==> config.mk <==
export PLATFORM = sky130hd
export DESIGN_NAME = ov7670_sccb_config
export DESIGN_NICKNAME = d
export VERILOG_FILES = /design/src/rtl/camera_cfg_pkg.sv /design/src/rtl/ov7670_reg_rom.sv /design/src/rtl/ov7670_sccb_config.sv
export SDC_FILE = /design/constraint.sdc
export NUM_CORES = 1
export LEC_CHECK = 0
export ABC_AREA = 0
export BUFFER_PORTS_ARGS = -buffer_cell sky130_fd_sc_hd__buf_2
export CAP_MARGIN = 0
export CELL_PAD_IN_SITES_DETAIL_PLACEMENT = 1
export CELL_PAD_IN_SITES_GLOBAL_PLACEMENT = 2
export CORE_ASPECT_RATIO = 1.4
export CORE_UTILIZATION = 30
export DETAILED_ROUTE_END_ITERATION = 8
export PLACE_DENSITY_LB_ADDON = 0.3
export SLEW_MARGIN = 20
export SYNTH_ARGS = -nofsm -noshare
export SYNTH_HDL_FRONTEND = slang
export SYNTH_HIERARCHICAL = 1
export SYNTH_SLANG_ARGS = --single-unit
==> constraint.sdc <==
create_clock -name clk -period 4.74 [get_ports clk]
set_input_delay 0.948 -clock clk [delete_from_list [all_inputs] [get_ports clk]]
set_output_delay 0.948 -clock clk [all_outputs]
set_load 0.01 [all_outputs]
==> src/rtl/camera_cfg_pkg.sv <==
// Shared definitions for the OV7670 boot-time configuration sequencer.
// Holds the SCCB write ID, the ROM marker words, the frame width, the
// sequencer state enum and a helper that packs one ROM entry into a
// 27-bit SCCB write frame.
package camera_cfg_pkg;

    localparam logic [7:0]  SCCB_WRITE_ID = 8'h42;
    localparam logic [15:0] CFG_DELAY     = 16'hFFF0;
    localparam logic [15:0] CFG_END       = 16'hFFFF;
    localparam int          FRAME_BITS    = 27;

    typedef enum logic [2:0] {
        ST_IDLE  = 3'd0,
        ST_FETCH = 3'd1,
        ST_START = 3'd2,
        ST_BIT   = 3'd3,
        ST_STOP  = 3'd4,
        ST_GAP   = 3'd5,
        ST_DELAY = 3'd6,
        ST_DONE  = 3'd7
    } cfg_state_t;

    // Each don't-care (ACK) slot is a 1 so the shifter releases SIOD there.
    function automatic logic [FRAME_BITS-1:0] make_frame(input logic [15:0] entry);
        return {SCCB_WRITE_ID, 1'b1, entry[15:8], 1'b1, entry[7:0], 1'b1};
    endfunction

endpackage

==> src/rtl/ov7670_reg_rom.sv <==
// Combinational register ROM for the OV7670 configuration sequencer.
// Ports:
//   addr [5:0]  - entry index
//   data [15:0] - {reg_addr, value}, or the delay / end marker
// ROM_SEL picks the image: 0 = RGB565/QVGA production table, 1..3 = small
// bring-up images (single write, single delay, 64 writes with no end marker).
module ov7670_reg_rom
    import camera_cfg_pkg::*;
#(
    parameter int ROM_SEL = 0
) (
    input  logic [5:0]  addr,
    output logic [15:0] data
);

    // Table lookup; anything not listed reads as the end marker.
    always_comb begin
        data = CFG_END;
        case (ROM_SEL)
            0: begin
                case (addr)
                    6'd0:    data = 16'h1280;  // COM7 soft reset
                    6'd1:    data = CFG_DELAY; // let the sensor settle
                    6'd2:    data = 16'h1214;  // COM7 QVGA, RGB
                    6'd3:    data = 16'h40D0;  // COM15 RGB565, full range
                    6'd4:    data = 16'h8C00;  // RGB444 off
                    6'd5:    data = 16'h0400;  // COM1
                    6'd6:    data = 16'h1100;  // CLKRC
                    6'd7:    data = 16'h0C04;  // COM3 scaling enable
                    6'd8:    data = 16'h3E19;  // COM14 PCLK divide
                    6'd9:    data = 16'h703A;
                    6'd10:   data = 16'h7135;
                    6'd11:   data = 16'h7211;
                    6'd12:   data = 16'h73F1;
                    6'd13:   data = 16'hA202;
                    6'd14:   data = 16'h3A04;  // TSLB
                    6'd15:   data = 16'h3DC8;  // COM13
                    6'd16:   data = 16'h1714;  // HSTART
                    6'd17:   data = 16'h1802;  // HSTOP
                    6'd18:   data = 16'h3280;  // HREF
                    6'd19:   data = 16'h1903;  // VSTART
                    6'd20:   data = 16'h1A7B;  // VSTOP
                    6'd21:   data = 16'h030A;  // VREF
                    6'd22:   data = 16'h13E7;  // COM8 AGC/AEC/AWB
                    6'd23:   data = 16'h6F9F;
                    6'd24:   data = 16'hB084;
                    default: data = CFG_END;
                endcase
            end
            1: data = (addr == 6'd0) ? 16'h1280 : CFG_END;
            2: data = (addr == 6'd0) ? CFG_DELAY : CFG_END;
            3: data = {2'b01, addr, 2'b10, addr};
            default: data = CFG_END;
        endcase
    end

endmodule

==> src/rtl/ov7670_sccb_config.sv <==
// OV7670 boot-time SCCB configuration sequencer.
// After `start` it walks the register ROM and issues one 3-phase SCCB write
// per entry, honours delay / end markers, then reports `done`.
// Ports:
//   clk, reset  - system clock, synchronous active-high reset
//   start       - one-cycle request to run the ROM sequence (IDLE/DONE only)
//   sioc        - SCCB clock, push-pull
//   siod_oe     - 1 pulls SIOD low, 0 releases it
//   busy, done  - sequence in progress / completed (never both)
//   reg_index   - ROM index currently being processed
module ov7670_sccb_config
    import camera_cfg_pkg::*;
#(
    parameter int CLK_HZ       = 50_000_000,
    parameter int SCCB_HZ      = 100_000,
    parameter int DELAY_CYCLES = CLK_HZ / 100,
    parameter int ROM_DEPTH    = 64,
    parameter int ROM_SEL      = 0
) (
    input  logic       clk,
    input  logic       reset,
    input  logic       start,
    output logic       sioc,
    output logic       siod_oe,
    output logic       busy,
    output logic       done,
    output logic [5:0] reg_index
);

    localparam int QDIV = CLK_HZ / (4 * SCCB_HZ);
    localparam int QW   = (QDIV > 1) ? $clog2(QDIV) : 1;
    localparam int DW   = (DELAY_CYCLES > 1) ? $clog2(DELAY_CYCLES) : 1;
    // Finishing this index means the next one would be the last ROM slot.
    localparam logic [5:0] LAST_IDX = 6'(ROM_DEPTH - 2);

    cfg_state_t            state_r, state_s;
    logic [QW-1:0]         qcnt_r, qcnt_s;
    logic [1:0]            phase_r, phase_s;
    logic [4:0]            bit_r, bit_s;
    logic [FRAME_BITS-1:0] shift_r, shift_s;
    logic [DW-1:0]         dly_r, dly_s;
    logic [5:0]            idx_r, idx_s;
    logic                  sioc_r, sioc_s;
    logic                  oe_r, oe_s;
    logic                  busy_r, busy_s;
    logic                  done_r, done_s;
    logic                  tick_s;
    logic                  advance_s;
    logic [15:0]           rom_data_s;

    ov7670_reg_rom #(
        .ROM_SEL (ROM_SEL)
    ) u_rom (
        .addr (idx_r),
        .data (rom_data_s)
    );

    assign tick_s = (qcnt_r == QW'(QDIV - 1));

    // State and output registers.
    always_ff @(posedge clk) begin
        if (reset) begin
            state_r <= ST_IDLE;
            qcnt_r  <= {QW{1'b0}};
            phase_r <= 2'd0;
            bit_r   <= 5'd0;
            shift_r <= {FRAME_BITS{1'b1}};
            dly_r   <= {DW{1'b0}};
            idx_r   <= 6'd0;
            sioc_r  <= 1'b1;
            oe_r    <= 1'b0;
            busy_r  <= 1'b0;
            done_r  <= 1'b0;
        end else begin
            state_r <= state_s;
            qcnt_r  <= qcnt_s;
            phase_r <= phase_s;
            bit_r   <= bit_s;
            shift_r <= shift_s;
            dly_r   <= dly_s;
            idx_r   <= idx_s;
            sioc_r  <= sioc_s;
            oe_r    <= oe_s;
            busy_r  <= busy_s;
            done_r  <= done_s;
        end
    end

    // Next-state logic; bus levels are decoded from the next state so they
    // register alongside it.
    always_comb begin
        state_s   = state_r;
        qcnt_s    = qcnt_r;
        phase_s   = phase_r;
        bit_s     = bit_r;
        shift_s   = shift_r;
        dly_s     = dly_r;
        idx_s     = idx_r;
        busy_s    = busy_r;
        done_s    = done_r;
        advance_s = 1'b0;
        sioc_s    = 1'b1;
        oe_s      = 1'b0;

        // Quarter counter only runs while a frame is on the bus, so entry
        // to START always begins a full quarter.
        if (state_r == ST_START || state_r == ST_BIT ||
            state_r == ST_STOP  || state_r == ST_GAP) begin
            if (tick_s) begin
                qcnt_s = {QW{1'b0}};
            end else begin
                qcnt_s = qcnt_r + QW'(1);
            end
        end else begin
            qcnt_s = {QW{1'b0}};
        end

        case (state_r)
            ST_IDLE, ST_DONE: begin
                if (start) begin
                    state_s = ST_FETCH;
                    idx_s   = 6'd0;
                    busy_s  = 1'b1;
                    done_s  = 1'b0;
                end else begin
                    state_s = state_r;
                end
            end
            ST_FETCH: begin
                if (rom_data_s == CFG_END) begin
                    state_s = ST_DONE;
                    busy_s  = 1'b0;
                    done_s  = 1'b1;
                end else if (rom_data_s == CFG_DELAY) begin
                    state_s = ST_DELAY;
                    dly_s   = {DW{1'b0}};
                end else begin
                    state_s = ST_START;
                    phase_s = 2'd0;
                    shift_s = make_frame(rom_data_s);
                end
            end
            ST_START: begin
                if (tick_s) begin
                    if (phase_r == 2'd1) begin
                        state_s = ST_BIT;
                        phase_s = 2'd0;
                        bit_s   = 5'd0;
                    end else begin
                        phase_s = phase_r + 2'd1;
                    end
                end else begin
                    phase_s = phase_r;
                end
            end
            ST_BIT: begin
                if (tick_s) begin
                    if (phase_r == 2'd3) begin
                        phase_s = 2'd0;
                        shift_s = {shift_r[FRAME_BITS-2:0], 1'b1};
                        if (bit_r == 5'(FRAME_BITS - 1)) begin
                            state_s = ST_STOP;
                        end else begin
                            bit_s = bit_r + 5'd1;
                        end
                    end else begin
                        phase_s = phase_r + 2'd1;
                    end
                end else begin
                    phase_s = phase_r;
                end
            end
            ST_STOP: begin
                if (tick_s) begin
                    if (phase_r == 2'd2) begin
                        state_s = ST_GAP;
                        phase_s = 2'd0;
                    end else begin
                        phase_s = phase_r + 2'd1;
                    end
                end else begin
                    phase_s = phase_r;
                end
            end
            ST_GAP: begin
                if (tick_s && phase_r == 2'd3) begin
                    advance_s = 1'b1;
                end else if (tick_s) begin
                    phase_s = phase_r + 2'd1;
                end else begin
                    phase_s = phase_r;
                end
            end
            ST_DELAY: begin
                if (dly_r == DW'(DELAY_CYCLES - 1)) begin
                    advance_s = 1'b1;
                end else begin
                    dly_s = dly_r + DW'(1);
                end
            end
            default: begin
                state_s = ST_IDLE;
                busy_s  = 1'b0;
                done_s  = 1'b0;
            end
        endcase

        // Move to the next entry; a ROM without an end marker stops short
        // of its final slot.
        if (advance_s) begin
            idx_s   = idx_r + 6'd1;
            phase_s = 2'd0;
            if (idx_r == LAST_IDX) begin
                state_s = ST_DONE;
                busy_s  = 1'b0;
                done_s  = 1'b1;
            end else begin
                state_s = ST_FETCH;
            end
        end else begin
            idx_s = idx_s;
        end

        case (state_s)
            ST_START: begin
                sioc_s = (phase_s == 2'd0);
                oe_s   = 1'b1;
            end
            ST_BIT: begin
                sioc_s = phase_s[1];
                oe_s   = ~shift_s[FRAME_BITS-1];
            end
            ST_STOP: begin
                sioc_s = (phase_s != 2'd0);
                oe_s   = (phase_s != 2'd2);
            end
            default: begin
                sioc_s = 1'b1;
                oe_s   = 1'b0;
            end
        endcase
    end

    assign sioc      = sioc_r;
    assign siod_oe   = oe_r;
    assign busy      = busy_r;
    assign done      = done_r;
    assign reg_index = idx_r;

endmodule

Word-level counts from Yosys, hierarchy flattened
Memory sizes are Yosys's and may differ from the RTL's. A register that Yosys moved wholly into a read port is not among the register bits.
Cells that the tools add are included.
{"block": "totals", "ff_bits": 73, "romBits": 512, "in_bits": 3, "word_cells": 128, "n_memories": 1}
{"block": "op_classes", "add_sub_neg": 5, "eq_ne": 29, "muxes": 61, "n_bitwise": 2, "n_reduce_logical": 18}
{"memory": "(name not given)", "words": 32, "width": 16, "rd": 1, "rd_clocked_by_memory_dff": 1, "wr": 0, "line_no": "ov7670_reg_rom.sv:21", "source": "case (addr)"}
{"cell": "2-to-1 mux 27 bit", "count": 4}
{"cell": "2-to-1 mux 19 bit", "count": 3}
{"cell": "case mux 27 bit (2 select lines)", "count": 1}
{"cell": "case mux 19 bit (2 select lines)", "count": 1}
{"cell": "2-to-1 mux 3 bit", "count": 12}
{"cell": "2-to-1 mux 5 bit", "count": 7}
{"cell": "equality test 16 bit (second input constant)", "count": 2}
{"cell": "2-to-1 mux 2 bit", "count": 11}
{"cell": "adder 19 x 1 -> 19 bit (second input constant)", "count": 1}
{"cell": "equality test 19 bit (second input constant)", "count": 1}
{"cell": "2-to-1 mux 6 bit", "count": 3}
{"cell": "2-to-1 mux 16 bit", "count": 1}
{"cell": "!= test 2 bit (second input constant)", "count": 8}
{"cell": "equality test 3 bit (second input constant)", "count": 5}
{"cell": "case mux 3 bit (5 select lines)", "count": 1}
{"cell": "equality test 3 x 2 -> 1 bit (second input constant)", "count": 4}
{"cell": "nonzero test 2 bit", "count": 6}
{"cell": "2-to-1 mux 1 bit", "count": 10}
{"cell": "case mux 2 bit (5 select lines)", "count": 1}
{"cell": "case mux 5 bit (2 select lines)", "count": 1}
{"cell": "adder 7 x 1 -> 7 bit (second input constant)", "count": 1}
{"cell": "equality test 7 bit (second input constant)", "count": 1}
{"cell": "adder 6 x 1 -> 6 bit (second input constant)", "count": 1}
{"cell": "equality test 6 bit (second input constant)", "count": 1}
{"cell": "other kinds (20)", "count": 28}

Logic depth before layout (Yosys ltp)
Gate-level depths: netlist of the first run.
{"block": "logic_depth", "depth_word": 8, "ltp_mapped": 15, "depth_no_buf": 13}

By module
Netlist of the first run, hierarchy kept.
{"mod": "ov7670_sccb_config", "n_inst": 1, "cells_per_inst": 426, "area_each_um2": 3667.3, "seq_area_each_um2": 1461.4}
{"mod": "ov7670_reg_rom", "n_inst": 1, "cells_per_inst": 118, "area_each_um2": 783.3, "seq_area_each_um2": 0.0}

Worst setup path before layout of the first run
Ideal clock, no wire load.
{"block": "synth_timing", "path_type": "register -> register", "startpoint": "reg idx_r[0], in the netlist reg_index[0]", "endpoint": "reg sioc_r, in the netlist sioc", "setup_time_ns": 0.124, "arrival_ns": 3.443, "required_time_ns": 4.616, "path_slack_ns": 1.174, "path_stages_with_launch": 14, "cell_sequence": "dfxtp_1 > inv_1 > ha_1 > buf_4 > mux4_2 > nor3_1 > a21oi_1 > or4_4 > a2111oi_4 > a221oi_1 > nor3_2 > nand3_1 > nor4b_2 > a31oi_1"}
{"block": "synth_between", "elab_chain_cells": 5, "elab_cells_between_ends": 7, "classes_between": "4 x eq/ne; 3 x mux"}
{"item": "start, declared", "line_no": "ov7670_sccb_config.sv:42", "source": "logic [5:0] idx_r, idx_s;"}
{"item": "start signal, assigned", "line_no": "ov7670_sccb_config.sv:81", "source": "idx_r <= idx_s;"}
{"item": "equality test 6 bit *", "line_no": "ov7670_sccb_config.sv:213", "source": "if (idx_r == LAST_IDX) begin"}
{"item": "2-to-1 mux 3 bit *", "line_no": "ov7670_sccb_config.sv:213"}
{"item": "2-to-1 mux 3 bit *", "line_no": "ov7670_sccb_config.sv:210", "source": "if (advance_s) begin"}
{"item": "equality test 3 bit or equality test 3 x 2 -> 1 bit (tied branches)", "line_no": "ov7670_sccb_config.sv:224", "source": "case (state_s)"}
{"item": "case mux 1 bit (3 select lines) *", "line_no": "ov7670_sccb_config.sv:224"}
{"item": "end signal, assigned", "line_no": "ov7670_sccb_config.sv:82", "source": "sioc_r <= sioc_s;"}
{"item": "end, declared", "line_no": "ov7670_sccb_config.sv:43", "source": "logic sioc_r, sioc_s;"}
Mark *: on every way between the ends. The rest lies on a longest branch, timed or not.
A chain may end at the register's enable or synchronous reset.

Final worst setup path of the first run
{"block": "layout_timing", "startpoint": "reg idx_r[0], in the netlist reg_index[0]", "endpoint": "reg oe_r, in the netlist siod_oe"}
{"block": "layout_between", "elab_chain_cells": 5, "elab_cells_between_ends": 7, "classes_between": "4 x eq/ne; 3 x mux"}
{"item": "equality test 6 bit *", "line_no": "ov7670_sccb_config.sv:213"}
{"item": "2-to-1 mux 3 bit *", "line_no": "ov7670_sccb_config.sv:213"}
{"item": "2-to-1 mux 3 bit *", "line_no": "ov7670_sccb_config.sv:210"}
{"item": "equality test 3 bit or equality test 3 x 2 -> 1 bit (tied branches)", "line_no": "ov7670_sccb_config.sv:224"}
{"item": "case mux 1 bit (3 select lines) *", "line_no": "ov7670_sccb_config.sv:224"}
{"item": "end signal, assigned", "line_no": "ov7670_sccb_config.sv:83", "source": "oe_r <= oe_s;"}
{"item": "end, declared", "line_no": "ov7670_sccb_config.sv:44", "source": "logic oe_r, oe_s;"}
Marked as above.

==> out/qor.json, run 1 <==
{
  "place_hpwl_um": 9470,
  "synth.avg_cell_area_sq_um": 8.18,
  "post_drt_wl_per_cell_um": 17.4,
  "grt_start_max_net_pins": 47,
  "most_frequently_used_flop_master_after_synthesis": "sky130_fd_sc_hd__dfxtp_1",
  "slew_violations": 0,
  "rsz_0062_raised_after_global_routing": "no",
  "ant_nets": 0,
  "cell_pwr_density_nw_per_um2": 312,
  "critPathMaxStageDelay_ns": 0.58,
  "fillCellCount": 1768,
  "utilization_pct": 34.6,
  "clk_transition_reported_paths_ns": 0.07,
  "num_vias": 4028,
  "syn2layout_area_growth_pct": 12.2,
  "final_nets": 572,
  "clock_latency_ns": 0.34,
  "drive_gt1_share_pct": 10.7,
  "placement.cell_area_sq_um": 4670,
  "synth.lib_cells_used.distinct": 70,
  "die_y_um": 146,
  "top_level_ports": 13,
  "drt_iter0_drc": 148,
  "register_bit_count_reported_by_yosys": 73,
  "synth.yosys.seq_area_share_pct": 32.8,
  "postSynthCellCount": 544,
  "post-layout-total-power_mw": 1.56,
  "cp_slowest_cell": "sky130_fd_sc_hd__or4_4",
  "critPathCaptureType": "register",
  "cts_hold_buffers": 0,
  "worst_ep_required_time_ns": 4.92,
  "power.static_leakage_nw": 1.87,
  "critical_path.cell_chain": "inv_1 > ha_1 > nand2b_1 > and2_1 > o21ai_1 > a221o_1 > or4_4 > a2111oi_4 > nand2_1 > nand4_1 > a22oi_1 > o21ai_0 > a21oi_1",
  "timing.reg2reg.worst_path_depth": 13,
  "hold_path_depth": 2,
  "fp.dieW_um": 105,
  "clock-skew-final_ns": 0.00819,
  "post-route-min-period_ns": 3.85,
  "cts_num_sinks": 73,
  "setup_viol_count_final": 0,
  "cts_setup_buffers": 0,
  "finalInstanceArea_sq_um": 4990,
  "smallest_setup_slack_after_layout_ns": 0.893,
  "tritoncts_clock_tree": "built",
  "clock.fmax_mhz": 260,
  "grt_usage_pct": 17.6,
  "clockRootBuffer": "sky130_fd_sc_hd__clkbuf_16",
  "routed_wl_um": 12900,
  "grt_first_pass_wirelength_um": 21600,
  "critPathMaxFanout": 10,
  "post-place-ws_ns": 0.888,
  "vdd.ir_drop.worst_v": 0.000152,
  "avgViaCountPerCell": 5.43,
  "finalHoldViolCount": 0,
  "criticalPathCategory": "register to register",
  "dieArea_sq_um": 15300,
  "setup.worst_path.start_class": "register",
  "synth-warning-count": 6,
  "synthesis.area_sq_um": 4450,
  "number_of_synthesized_flops_with_an_enable_pin": 0,
  "grt_antenna_before_repair": 0,
  "worstMarginPinSlew_ns": 0.889,
  "hp-class": "register to register",
  "cts.path.max_buffers": 2,
  "drv.max_cap_violation_count": 0,
  "place.gp.congestion": 0.827,
  "synthArstFlopShare_pct": 0,
  "placedCellCount": 726,
  "io_buffer_count": 12,
  "post-route-period-util_pct": 81.2,
  "layout.cells.non_filler": 742,
  "post-route-drc-count": 0,
  "detailedRoute.firstPassIterationCount": 4,
  "finalSetupTns_ns": 0,
  "initial_cell_density_of_the_core_pct": 30.8,
  "status": "complete, no violations",
  "ctsResizeCount": 0,
  "core_area_sq_um": 14400,
  "diodes": 0,
  "h_tree_depth": 3,
  "max-slew-margin-rel_pct": 40.7,
  "placementRows": 52,
  "holdWs_ns": 0.448,
  "mostFrequentLayoutCells": "73 x sky130_fd_sc_hd__dfxtp_1, 72 x sky130_fd_sc_hd__nand2_1, 64 x sky130_fd_sc_hd__nor2_1",
  "final_common_cell": "sky130_fd_sc_hd__dfxtp_1",
  "arrival_ns": 4.03,
  "first_global_vias": 4250,
  "globalRouteOverflowTotal": 0,
  "cts_inserted_buffers": 9,
  "mappedNetlistNets": 568
}
Yosys cell counts, drive strengths merged (2+ instances only):
cell	instances	area share, %
a2111oi	2	0.82
a211oi	7	1.2
a21boi	4	0.67
a21o	3	0.51
a21oi	24	2.7
a221o	7	1.6
a221oi	17	3.3
a22oi	3	0.51
a31oi	9	1.3
and2	4	0.56
and3	6	0.84
and4	3	0.59
buf	14	2.6
clkbuf	17	1.4
dfxtp	73	33
ha	21	5.9
inv	18	1.5
mux2	2	0.51
mux2i	5	1.1
mux4	2	1.0
nand2	72	6.1
nand2b	10	1.4
nand3	22	2.5
nand3b	5	0.84
nand4	10	1.4
nor2	66	6.0
nor2b	5	0.70
nor3	16	2.1
nor3b	2	0.34
nor4	4	0.70
nor4b	3	1.2
o211ai	2	0.34
o21a	3	0.51
o21ai	17	1.9
o221ai	3	0.59
o22ai	4	0.56
o311ai	2	0.39
o31ai	2	0.34
or2	3	0.42
or3	7	0.98
or4	4	0.93
xnor2	11	2.2
xor2	17	3.3
worst paths after layout:
check / slack, ns / startpoint / end
max: 0.89 / reg_index[0] / siod_oe
min: 0.45 / shift_r[4] / shift_r[4]
max reg2reg: 0.89 / reg_index[0] / siod_oe
min reg2reg: 0.45 / shift_r[4] / shift_r[4]
routing by layer:
layer | vias up | global-route usage, % | wire, um
met2 | 43 | 33.1 | 6840
met3 | 31 | 2.72 | 228
met5 | - | 0 | 0
met1 | 1982 | 19.1 | 5430
met4 | 0 | 8.10 | 402
li1 | 1972 | - | -
critical path, delay by kind of cell (launching register included):
family,cells,cell delay [ns]
buffers and inverters,1,0.16
AO/OA/AOI/OAI,6,1.39
flip-flops,1,0.31
AND/OR/NAND/NOR,5,1.37
adder cells (fa/ha/maj),1,0.45
cell families after synthesis:
| logic type | after synthesis | share of synthesized area, % |
|---|---|---|
| compound gates | 118 | 19.0 |
| xor+xnor | 28 | 5.51 |
| fa+ha+maj | 21 | 5.90 |
| buf+inv | 49 | 5.57 |
| flops | 73 | 32.8 |
| mux | 9 | 2.64 |
| simple gates | 246 | 28.5 |
state kept, by name, summed over array words and instances (netlist names):
signal     cells
busy           1
done           1
phase_r        2
reg_index      6
siod_oe        1
dly_r         19
qcnt_r         7
state_r        3
shift_r       27
sioc           1
bit_r          5
area by class of cell:
type	instances	area, sq um	share of cell area [%]
multi-input cells	422	2750	55.1
flip-flops and latches	73	1460	29.3
well taps	189	236	4.74
clock buffers	9	225	4.51
repair buffers	24	150	3.01
clock inverters	7	101	2.03
inverters	18	67.6	1.35
power breakdown:
| part | leakage [nW] | total (mW) | switching (mW) | internal [mW] |
|---|---|---|---|---|
| Combinational | 1.12 | 0.136 | 0.0857 | 0.0499 |
| Sequential | 0.594 | 0.672 | 0.0271 | 0.645 |
| Clock | 0.158 | 0.751 | 0.285 | 0.466 |
Note: power is estimated with default switching activity, not from simulation.
==> inputs of run 2 (changes only) <==
==> constraint.sdc (replaced) <==
create_clock -name clk -period 3.5 [get_ports clk]
set_input_delay 0.7 -clock clk [delete_from_list [all_inputs] [get_ports clk]]
set_output_delay 0.7 -clock clk [all_outputs]
set_load 0.01 [all_outputs]
==> out/qor.json, run 2 (synthesis gave the netlist of run 1 again) <==
{
  "status": "complete, no violations",
  "finalSetupTns_ns": 0,
  "clock-skew-final_ns": 0.00966,
  "grt_first_pass_wirelength_um": 21400,
  "cts_num_sinks": 73,
  "final_common_cell": "sky130_fd_sc_hd__nand2_1",
  "layout.area.seq_sq_um": 1470,
  "tritoncts_clock_tree": "built",
  "drt_iter0_drc": 135,
  "arrival_ns": 3.64,
  "first_global_vias": 4241,
  "holdWs_ns": 0.445,
  "initial_cell_density_of_the_core_pct": 30.8,
  "grt_start_max_net_pins": 47,
  "placedCellCount": 736,
  "post-route-min-period_ns": 3.42,
  "fillCellCount": 1722,
  "worst_ep_required_time_ns": 3.71,
  "setup_viol_count_final": 0,
  "dieArea_sq_um": 15300,
  "critPathMaxStageDelay_ns": 0.57,
  "top_level_ports": 13,
  "cell_pwr_density_nw_per_um2": 380,
  "h_tree_depth": 3,
  "finalHoldViolCount": 0,
  "multi_input_comb_area_sq_um": 2890,
  "place_hpwl_um": 9400,
  "grt_antenna_before_repair": 0,
  "drv.max_cap_violation_count": 0,
  "die_y_um": 146,
  "cts_inserted_buffers": 9,
  "drive_gt1_share_pct": 17.5,
  "critical_path.most_common_cell": "sky130_fd_sc_hd__nor3_2",
  "post-layout-total-power_mw": 1.99,
  "syn2layout_area_growth_pct": 17.5,
  "diodes": 0,
  "mostFrequentLayoutCells": "72 x sky130_fd_sc_hd__nand2_1, 70 x sky130_fd_sc_hd__dfxtp_1, 64 x sky130_fd_sc_hd__nor2_1",
  "core_area_sq_um": 14400,
  "post-route-drc-count": 0,
  "layout.cells.non_filler": 756,
  "max-slew-margin-rel_pct": 31.5,
  "post_drt_wl_per_cell_um": 17.0,
  "grt_usage_pct": 17.4,
  "largest_reg_flops": 27,
  "place.gp.congestion": 0.837,
  "critical_path.cell_chain": "buf_6 > ha_2 > mux4_2 > nor3_2 > a21oi_2 > or4_4 > a2111oi_4 > a221oi_2 > nor3_2 > nand3_2 > nor4b_2 > a31oi_1",
  "cts_hold_buffers": 0,
  "vdd.ir_drop.worst_v": 0.000227,
  "smallest_setup_slack_after_layout_ns": 0.0766,
  "num_vias": 4107,
  "clock_latency_ns": 0.34,
  "placementRows": 52,
  "cp_slowest_cell": "sky130_fd_sc_hd__or4_4",
  "placement.cell_area_sq_um": 4770,
  "ant_nets": 0,
  "power.static_leakage_nw": 1.96,
  "critPathCaptureType": "register",
  "utilization_pct": 36.2,
  "rsz_0062_raised_after_global_routing": "yes",
  "fp.dieW_um": 105,
  "avgViaCountPerCell": 5.43,
  "globalRouteOverflowTotal": 0,
  "critical-path-top-delay-family": "simple AND/OR/NAND/NOR gates",
  "crit_buf_inv": 1,
  "clk_transition_reported_paths_ns": 0.06,
  "routed_wl_um": 12900,
  "critPathMaxFanout": 15,
  "clock.fmax_mhz": 292,
  "final_nets": 586,
  "criticalPathCategory": "register to register",
  "post-place-ws_ns": -0.122,
  "max_flop_register": "shift_r",
  "clockRootBuffer": "sky130_fd_sc_hd__clkbuf_16",
  "finalInstanceArea_sq_um": 5230,
  "cts.path.max_buffers": 2,
  "worstMarginPinSlew_ns": 1.03,
  "setup.worst_path.start_class": "register",
  "post-route-period-util_pct": 97.8,
  "detailedRoute.firstPassIterationCount": 4,
  "io_buffer_count": 12,
  "top_regs": "shift_r x27, dly_r x19, qcnt_r x7",
  "hp-class": "register to register",
  "slew_violations": 0
}
[run 2: final timing paths]
check,depth (start not counted),end,start,slack (ns)
max,12,sioc,reg_index[0],0.08
min,2,shift_r[14],shift_r[14],0.44
max reg2reg,12,sioc,reg_index[0],0.08
min reg2reg,2,shift_r[14],shift_r[14],0.44
[run 2: worst reg2reg max path, stage by stage (launching register included)]
cell and delay, ns:
sky130_fd_sc_hd__dfxtp_2 0.33, sky130_fd_sc_hd__buf_6 0.15, sky130_fd_sc_hd__ha_2 0.21, sky130_fd_sc_hd__mux4_2 0.47, sky130_fd_sc_hd__nor3_2 0.16, sky130_fd_sc_hd__a21oi_2 0.09
sky130_fd_sc_hd__or4_4 0.57, sky130_fd_sc_hd__a2111oi_4 0.48, sky130_fd_sc_hd__a221oi_2 0.13, sky130_fd_sc_hd__nor3_2 0.25, sky130_fd_sc_hd__nand3_2 0.12, sky130_fd_sc_hd__nor4b_2 0.28
sky130_fd_sc_hd__a31oi_1 0.06
[run 2: area by class of cell]
| cell class | count | share of cell area [%] |
|---|---|---|
| Multi-Input combinational cell | 422 | 55.2 |
| Clock inverter | 4 | 0.502 |
| Clock buffer | 12 | 4.90 |
| Timing Repair Buffer | 38 | 5.50 |
| Inverter | 18 | 1.29 |
| Sequential cell | 73 | 28.1 |
| Tap cell | 189 | 4.52 |
[run 2: report_power, final]
part	leakage, nW	internal, mW	switching, mW	total (mW)
Clock	0.139	0.519	0.354	0.873
Sequential	0.596	0.873	0.0391	0.912
Combinational	1.22	0.0808	0.122	0.203
Total	1.96	1.47	0.516	1.99
[run 2: routing by layer]
layer / wire [um] / global-route usage, %
met1: 5590 / 20.6
met2: 6680 / 31.1
met3: 279 / 2.68
met4: 310 / 6.76
met5: 0 / 0
[run 2: timing repair]
item,4_1_cts,5_1_grt
buffers inserted,0,4
gates resized for setup,3,28
setup endpoints to repair,2,28
pin swaps,0,8
